`src/rtl/counter_pkg.sv`:
```
// Shared types and constants for the loadable down counter family.
package counter_pkg;

  typedef enum logic [1:0] {
    IDLE    = 2'd0,
    ARMED   = 2'd1,
    EXPIRED = 2'd2
  } cnt_state_t;

  localparam int CNT_WIDTH_DEF = 4;

endpackage : counter_pkg

```
`src/rtl/down_counter_par_load.sv`:
```
// Loadable down counter with reload register, same-cycle borrow and a
// one-shot / auto-reload terminal-count FSM.
//
// state   | meaning
// IDLE    | after Clear; Count ignored, count held at 0
// ARMED   | loaded; counts down on Count, borrow at zero
// EXPIRED | one-shot finished; only Load or Clear leaves
module down_counter_par_load
  import counter_pkg::*;
#(
  parameter int WIDTH = CNT_WIDTH_DEF
) (
  input  logic             CLK,
  input  logic             Clear,
  input  logic [WIDTH-1:0] Data_in,
  input  logic             Load,
  input  logic             Count,
  input  logic             Auto_reload,
  output logic [WIDTH-1:0] A_count,
  output logic             B_out,
  output logic             Done,
  output logic             Expired
);

  cnt_state_t       r_state;
  logic [WIDTH-1:0] r_count;
  logic [WIDTH-1:0] r_reload;
  logic             r_done;
  logic             r_expired;

  cnt_state_t       w_state_nxt;
  logic [WIDTH-1:0] w_count_nxt;
  logic [WIDTH-1:0] w_reload_nxt;
  logic             w_expired_nxt;
  logic             w_zero;
  logic             w_borrow;

  always_comb begin
    w_zero   = (r_count == '0);
    w_borrow = (r_state == ARMED) && Count && !Load && w_zero;
  end

  always_comb begin
    w_state_nxt   = r_state;
    w_count_nxt   = r_count;
    w_reload_nxt  = r_reload;
    w_expired_nxt = r_expired;
    if (Load) begin
      w_count_nxt   = Data_in;
      w_reload_nxt  = Data_in;
      w_state_nxt   = ARMED;
      w_expired_nxt = 1'b0;
    end else begin
      case (r_state)
        ARMED: begin
          if (Count) begin
            if (!w_zero) begin
              w_count_nxt = r_count - 1'b1;
            end else if (Auto_reload) begin
              w_count_nxt = r_reload;
            end else begin
              w_state_nxt   = EXPIRED;
              w_expired_nxt = 1'b1;
            end
          end
        end
        default: begin
          w_state_nxt = r_state;
        end
      endcase
    end
  end

  // Clear dominates everything, including a Done pulse about to be issued.
  always_ff @(posedge CLK) begin
    if (Clear) begin
      r_state   <= IDLE;
      r_count   <= '0;
      r_reload  <= '0;
      r_done    <= 1'b0;
      r_expired <= 1'b0;
    end else begin
      r_state   <= w_state_nxt;
      r_count   <= w_count_nxt;
      r_reload  <= w_reload_nxt;
      r_done    <= w_borrow;
      r_expired <= w_expired_nxt;
    end
  end

  assign A_count = r_count;
  assign B_out   = w_borrow;
  assign Done    = r_done;
  assign Expired = r_expired;

endmodule : down_counter_par_load

```
`config.mk`:
```
export PLATFORM = sky130hd
export DESIGN_NAME = down_counter_par_load
export DESIGN_NICKNAME = d
export VERILOG_FILES = /design/src/rtl/counter_pkg.sv /design/src/rtl/down_counter_par_load.sv
export SDC_FILE = /design/constraint.sdc
export NUM_CORES = 1
export LEC_CHECK = 0
export BUFFER_PORTS_ARGS = -buffer_cell sky130_fd_sc_hd__buf_2
export CAP_MARGIN = 20
export CORE_AREA = 2 2 47 49
export DETAILED_ROUTE_END_ITERATION = 16
export DIE_AREA = 0 0 49 51
export PLACE_DENSITY = 0.51
export SLEW_MARGIN = 20
export SYNTH_ARGS = -nofsm -noshare
export SYNTH_HDL_FRONTEND = slang
export SYNTH_SLANG_ARGS = --single-unit
```
`constraint.sdc`:
```
create_clock -name CLK -period 4.5 [get_ports CLK]
set_clock_uncertainty 0.1 [all_clocks]
set_input_delay 1.35 -clock CLK [delete_from_list [all_inputs] [get_ports CLK]]
set_output_delay 1.35 -clock CLK [all_outputs]
set_load 0.005 [all_outputs]
```
==> results of run 1 <==
[cell families (layout without fill, tap and decap cells)]
logic type / count (synthesis) / in the layout / share of synthesized area [%]
compound gates: 15 / 15 / 22.5
fa+ha+maj: 1 / 1 / 2.16
buf+inv: 8 / 24 / 5.63
flops: 11 / 11 / 38.1
mux: 4 / 4 / 6.93
simple gates: 23 / 23 / 24.7
[per-stage QoR]
stage | setup slack (ns) | total power (W) | cells
6_report | 1.13 | 0.000226 | 106
5_1_grt | 1.07 | 0.000242 | 106
4_1_cts | 1.13 | 0.000231 | 106
3_5_place_dp | 1.14 | 0.000164 | 102
3_3_place_gp | 1.15 | 0.000163 | 102
2_1_floorplan | 1.15 | 0.000149 | 62
[registers in the layout, summed over array words and instances (netlist names)]
register and cells:
A_count 4, Done 1, r_reload 4, Expired 1
r_state 1
[layer usage]
metal / vias up / part of all wire [%] / track usage [%]
li1: 261 / - / -
met2: 10 / 45 / 18.7
met4: 0 / 0.73 / 7.14
met3: 2 / 4.2 / 2.34
met5: - / 0 / 0
met1: 231 / 50 / 14.7
[tightest hold or removal path, delay by kind of cell, from the launching register on]
kind,cells,cell delay [ns]
AOI/OAI and AO/OA,1,0.05
buffers and inverters,1,0.05
DFF,1,0.32
[final cells by class]
cell class / instances / share of cell area, %
inverter: 5 / 2.68
sequential: 11 / 31.4
timing repair buffer: 15 / 10.7
multi-input combinational: 43 / 46.4
clock buffer: 4 / 3.75
tap: 28 / 5.00
[cells in the final DEF (no fill, tap or decap), types with 2 or more instances in the layout]
| cell type | count |
|---|---|
| buf_2 | 15 |
| dfxtp_1 | 11 |
| nor2_1 | 8 |
| inv_1 | 5 |
| mux2i_1 | 4 |
| a21oi_1 | 3 |
| clkbuf_4 | 3 |
| nor3_1 | 2 |
| nand2_1 | 2 |
| nand2b_1 | 2 |
| nor4_1 | 2 |
| a211oi_1 | 2 |
[worst min path at each step]
stage | slack, ns | cells past startpoint | endpoint
6_report | 0.37 | 2 | Expired$_SDFFE_PP0P_
5_1_grt | 0.42 | 2 | Expired$_SDFFE_PP0P_
4_1_cts | 0.39 | 2 | Expired$_SDFFE_PP0P_
3_5_place_dp | 0.36 | 2 | Expired$_SDFFE_PP0P_
3_3_place_gp | 0.36 | 2 | Expired$_SDFFE_PP0P_
2_1_floorplan | 0.35 | 2 | r_reload[1]$_SDFFE_PP0P_
[power groups by stage]
| stage | logic [W] | registers (W) | clock network [W] |
|---|---|---|---|
| after global placement | 0.0000507 | 0.000113 | 0 |
| after global routing | 0.0000573 | 0.000112 | 0.0000721 |
| final | 0.0000506 | 0.000111 | 0.0000646 |
| after floorplan | 0.0000372 | 0.000112 | 0 |
| after CTS | 0.0000510 | 0.000111 | 0.0000695 |
| after detailed placement | 0.0000508 | 0.000113 | 0 |
==> results.ini, run 1 <==
[run_status]
status=finished, final reports clean

[synth]
synth_top_area_share_pct=38.1
synth_top_cells_by_count=dfxtp_1 (11), nor2_1 (8), inv_1 (5)
syn-num-nets=72
seq_area_frac_synth_pct=38.1
yosysMostFrequentCell=dfxtp_1
ys_ff_latch=11
synth-edff-count=0
syn-instance-count=62
synth_area_um2=578
yosysTopAreaCell=dfxtp_1
synthArstFlopShare_pct=0
synthFlopType=dfxtp_1
avgSynthCellArea_um2=9.32
yosys_warnings=0
synth_area_leaders=dfxtp_1 (38%), mux2i_1 (6.9%), nor2_1 (5.2%)
synth.distinct_cells=30

[routing]
drt-total-wl_um=1230
first_pass_iters=1
drc=0
wl_per_cell_um=11.6
drtIter0Drc=0
viasPerCell=4.75
ant_nets=0
routed-via-count=504

[placement]
globalplace.congestion=0.680
port_buffers=15
hpwl_um=941
place_area_um2=674

[clock_network]
cts-htree-levels=1
cts_resized=0
cts_setup_buffers=0
clk_latency_ns=0.26
cts_buffer_depth=2
holdBufCountCts=0
clock-sinks=11
tritoncts=done
clk_pin_slew_ns=0.07
cts_root_buffer=clkbuf_4
cts_buffers=3

[layout]
post-route-util_pct=34.0
seqCellArea_um2=220
diodes=0
nets=89
area_delta_synth_final_pct=21.2
design_area_um2=701
drive_gt1_share_pct=33.3
multi_input_area_um2=325
nFillCells=242

[worst_setup_path]
critPathMostFrequentCell=buf_2
crit_start=Load
cpLargestDelayFamily=buffers and inverters
crit_path_top_delay_cell=buf_2
required_ns=3.05
worst-path-stages=3
crit_arrival_ns=1.92
worstReg2RegEnd=A_count[1]$_SDFFE_PP0P_
worstSetupStartpointType=input port
worst-setup-path-type=input port to output pin
crit-reg2reg-launch=A_count[0]$_SDFFE_PP0P_
critPathCapture=B_out
critPathCaptureType=output pin
r2r_cells=6
crit_path_cell_trace=buf_2 > nor3_1 > buf_2
critical-path-max-stage-delay_ns=0.21
r2r_slack_ns=2.72
path_buf_inv=2
worstPathMaxFanout=18

[sta]
setup_tns_ns=0
hold_violations=0
fmax_mhz=297
timing_max_transition_violations_final=0
rsz0062_at_grt=no
worst_slew_pin_slew_ns=0.402
min_period_ns=3.37
post-route-period-util_pct=74.9
setup_violations=0
fin_hold_ws_ns=0.375
relSlewSlack_pct=73.2

[power_and_ir_drop]
p_comb_share_pct=22.4
switching_share_pct=28.0
p_int_w=0.000163
power_density_nw_per_um2=322
seqPwrFrac_pct=49.0
p_switching_w=0.0000632
p_leak_nw=0.298
ir_drop_v=0.000138
clock_power_share_pct=28.6

[global_route]
grt_usage_pct=11.7
grt_pass1_wl_um=2240
overflow=0
grt_pass1_vias=499
grt_antenna_before_repair=0
grt_max_degree=19

[floorplan]
core.rowCount=17
ios=16
dieWidth_um=49
start_util_pct=28.0
coreArea_um2=2060
dieHeight_um=51
dieArea_um2=2500

[min_path]
hp-start=Expired$_SDFFE_PP0P_
hp-class=flop to flop

[flow_run]
maxCapViolCount=0

Power figures use the tool's default switching activity.
==> run 2: changes to the inputs <==
Settings changed: ABC_AREA set to 1, CORE_AREA 2 2 47 49 to 2 2 49 51, DIE_AREA 0 0 49 51 to 0 0 51 53, PLACE_DENSITY 0.51 to 0.49.
Clock period 4.5 ns to 3.2 ns, I/O delays scaled along.
==> run 2 against run 1 <==
Net effect: critical path depth rose by 1; via count rose by 19%; combinational power rose by 93%; synthesized cell count rose by 47%; sequential power rose by 40%; worst hold slack got worse by 0.0044 ns; core utilization fell by 0.064 points; die area rose by 8.2%; first-iteration DRC count rose by 22; clock power rose by 61%; critical endpoint unchanged; sequential share of layout area fell by 1.2 points; critical path type unchanged; register-to-register slack got worse by 0.99 ns.
==> results.ini, run 2 <==
[floorplan]
start_util_pct=28.5  ; +0.52 points
ios=16  ; unchanged
dieWidth_um=51  ; +4.1%
dieArea_um2=2700  ; +8.2%
coreArea_um2=2150  ; +4.1%
core.rowCount=17  ; unchanged
dieHeight_um=53  ; +3.9%

[power_and_ir_drop]
ir_drop_v=0.000183  ; +33%
fin_total_pwr_w=0.000357  ; +58%
power_density_nw_per_um2=491  ; +52%
p_leak_nw=0.381  ; +28%

[synth]
synthArstFlopShare_pct=0  ; unchanged
synth.distinct_cells=20  ; -33%
yosysMostFrequentCell=nand2_1
syn-instance-count=91  ; +47%
avgSynthCellArea_um2=6.74  ; -28%
synth_top_cells_by_count=nand2_1 (22), inv_1 (15), dfxtp_1 (11), nand3_1 (11), nor2_1 (8)
syn-num-nets=101  ; +40%
synth_area_um2=613  ; +6.1%
synth_top_area_share_pct=35.9  ; -2.2 points
yosysTopAreaCell=dfxtp_1
ys_ff_latch=11  ; unchanged
synth-edff-count=0  ; unchanged
synth_area_leaders=dfxtp_1 (36%), nand2_1 (13%), inv_1 (9.2%)
yosys_warnings=0  ; unchanged
seq_area_frac_synth_pct=35.9  ; -2.2 points
synthFlopType=dfxtp_1

[clock_network]
cts_resized=0  ; unchanged
tritoncts=done
cts-htree-levels=1  ; unchanged
clk_latency_ns=0.28  ; +0.02 ns
cts_buffers=3  ; unchanged
clk_pin_slew_ns=0.08  ; about the same
cts_root_buffer=clkbuf_4
cts_setup_buffers=0  ; unchanged
holdBufCountCts=0  ; unchanged
clock-sinks=11  ; unchanged
cts_buffer_depth=2  ; unchanged

[routing]
routed-via-count=600  ; +19%
first_pass_iters=4  ; +3
wl_per_cell_um=10.6  ; -8.3%
drc=0  ; unchanged
viasPerCell=4.44  ; -6.5%
ant_nets=0  ; unchanged
drt-total-wl_um=1430  ; +17%
drtIter0Drc=22  ; +22

[layout]
area_delta_synth_final_pct=18.8
mostFrequentLayoutCell=nand2_1
drive_gt1_share_pct=26.2  ; -7.2 points
post-route-util_pct=33.9  ; -0.064 points
nets=118  ; +33%
layout_common_cells=nand2_1 (22), inv_1 (15), buf_2 (15), dfxtp_1 (11), nand3_1 (11)
nFillCells=255  ; +5.4%
diodes=0  ; unchanged

[sta]
setup_tns_ns=0  ; unchanged
post-route-period-util_pct=79.7
fin_hold_ws_ns=0.370  ; -0.00438 ns
fmax_mhz=392
rsz0062_at_grt=no
min_period_ns=2.55
hold_violations=0  ; unchanged
setup_violations=0  ; unchanged
worst_slew_pin_slew_ns=0.330  ; -0.0713 ns
timing_max_transition_violations_final=0  ; unchanged
relSlewSlack_pct=78.0  ; +4.8 points
worst_slack_ns=0.649  ; -0.482 ns

[worst_setup_path]
required_ns=2.14  ; -0.91 ns
critPathCaptureType=output pin
worstSetupStartpointType=input port
crit_arrival_ns=1.49  ; -0.43 ns
r2r_cells=7  ; +1
worst-setup-path-type=input port to output pin
worstPathMaxFanout=4  ; -14

[placement]
globalplace.congestion=0.774  ; +14%
port_buffers=15  ; unchanged
hpwl_um=1130  ; +20%
pre_cts_ws_ns=0.643  ; -0.492 ns

[global_route]
grt_pass1_vias=539  ; +8.0%
grt_max_degree=9  ; -10
overflow=0  ; unchanged
grt_pass1_wl_um=2370  ; +6.2%
grt_usage_pct=12.5  ; +0.71 points
grt_antenna_before_repair=0  ; unchanged

[flow_run]
maxCapViolCount=0  ; unchanged

[min_path]
hp-class=flop to flop
whs_path_depth=2  ; unchanged

[run_status]
status=finished, final reports clean

==> run 2: cell types whose count changed in the layout (fill, tap and decap cells not counted), moves of 2 or more <==
cell      previous run  this run
a211oi_1             2         0
inv_1                5        15
inv_2                0         2
mux2i_1              4         0
nand2_1              2        22
nand2b_1             2         0
nand3_1              0        11
nand3_2              0         2
o22ai_1              0         3
==> run 2: path summary, 6_finish.rpt <==
kind | startpoint | to | slack [ns]
hold / removal | r_reload[3]$_SDFFE_PP0P_ | r_reload[3]$_SDFFE_PP0P_ | 0.37
setup / recovery | Count | B_out | 0.65
setup reg to reg | A_count[0]$_SDFFE_PP0P_ | r_state[0]$_SDFFE_PP0P_ | 1.73
hold reg to reg | r_reload[3]$_SDFFE_PP0P_ | r_reload[3]$_SDFFE_PP0P_ | 0.37
==> run 2: layout make-up <==
| type | instances | area (um2) | share of cell area, % |
|---|---|---|---|
| Clock buffer | 4 | 26.3 | 3.61 |
| Inverter | 17 | 63.8 | 8.76 |
| Multi-Input combinational cell | 60 | 308 | 42.3 |
| Sequential cell | 11 | 220 | 30.2 |
| Tap cell | 28 | 35.0 | 4.81 |
| Timing Repair Buffer | 15 | 75.1 | 10.3 |
==> run 2: per-layer routing <==
metal | track usage (%) | vias up | part of all wire, % | routed length, um
li1 | - | 316 | - | -
met1 | 15.1 | 262 | 48 | 692
met2 | 18.6 | 17 | 42 | 609
met3 | 1.69 | 5 | 4.9 | 70
met4 | 12.2 | 0 | 4.2 | 60
met5 | 0 | - | 0 | 0
==> run 2: through the flow <==
| step | std cells | instance area (um2) |
|---|---|---|
| detailed placement | 131 | 702 |
| global route | 135 | 728 |
| finish | 135 | 728 |
| floorplan | 91 | 613 |
| global placement | 131 | 702 |
| CTS | 135 | 728 |
==> run 2: critical path, stage by stage <==
cell and delay [ns]:
buf_2 0.08, nand3_1 0.14, nor3_1 0.18, buf_2 0.13
==> run 2: cells by family (layout without fill, tap and decap cells) <==
family | Yosys count | after routing | synth area share, %
simple gates | 51 | 51 | 40.4
buf+inv | 20 | 36 | 13.9
flops | 11 | 11 | 35.9
compound gates | 8 | 8 | 7.76
fa+ha+maj | 1 | 1 | 2.04
==> run 2: where the power goes <==
part	internal (W)	leakage [nW]	total (W)	switching [W]
Sequential	0.000147	0.0908	0.000155	0.00000824
Clock	0.0000485	0.0150	0.000104	0.0000559
Combinational	0.0000380	0.275	0.0000976	0.0000596
Total	0.000234	0.381	0.000357	0.000124
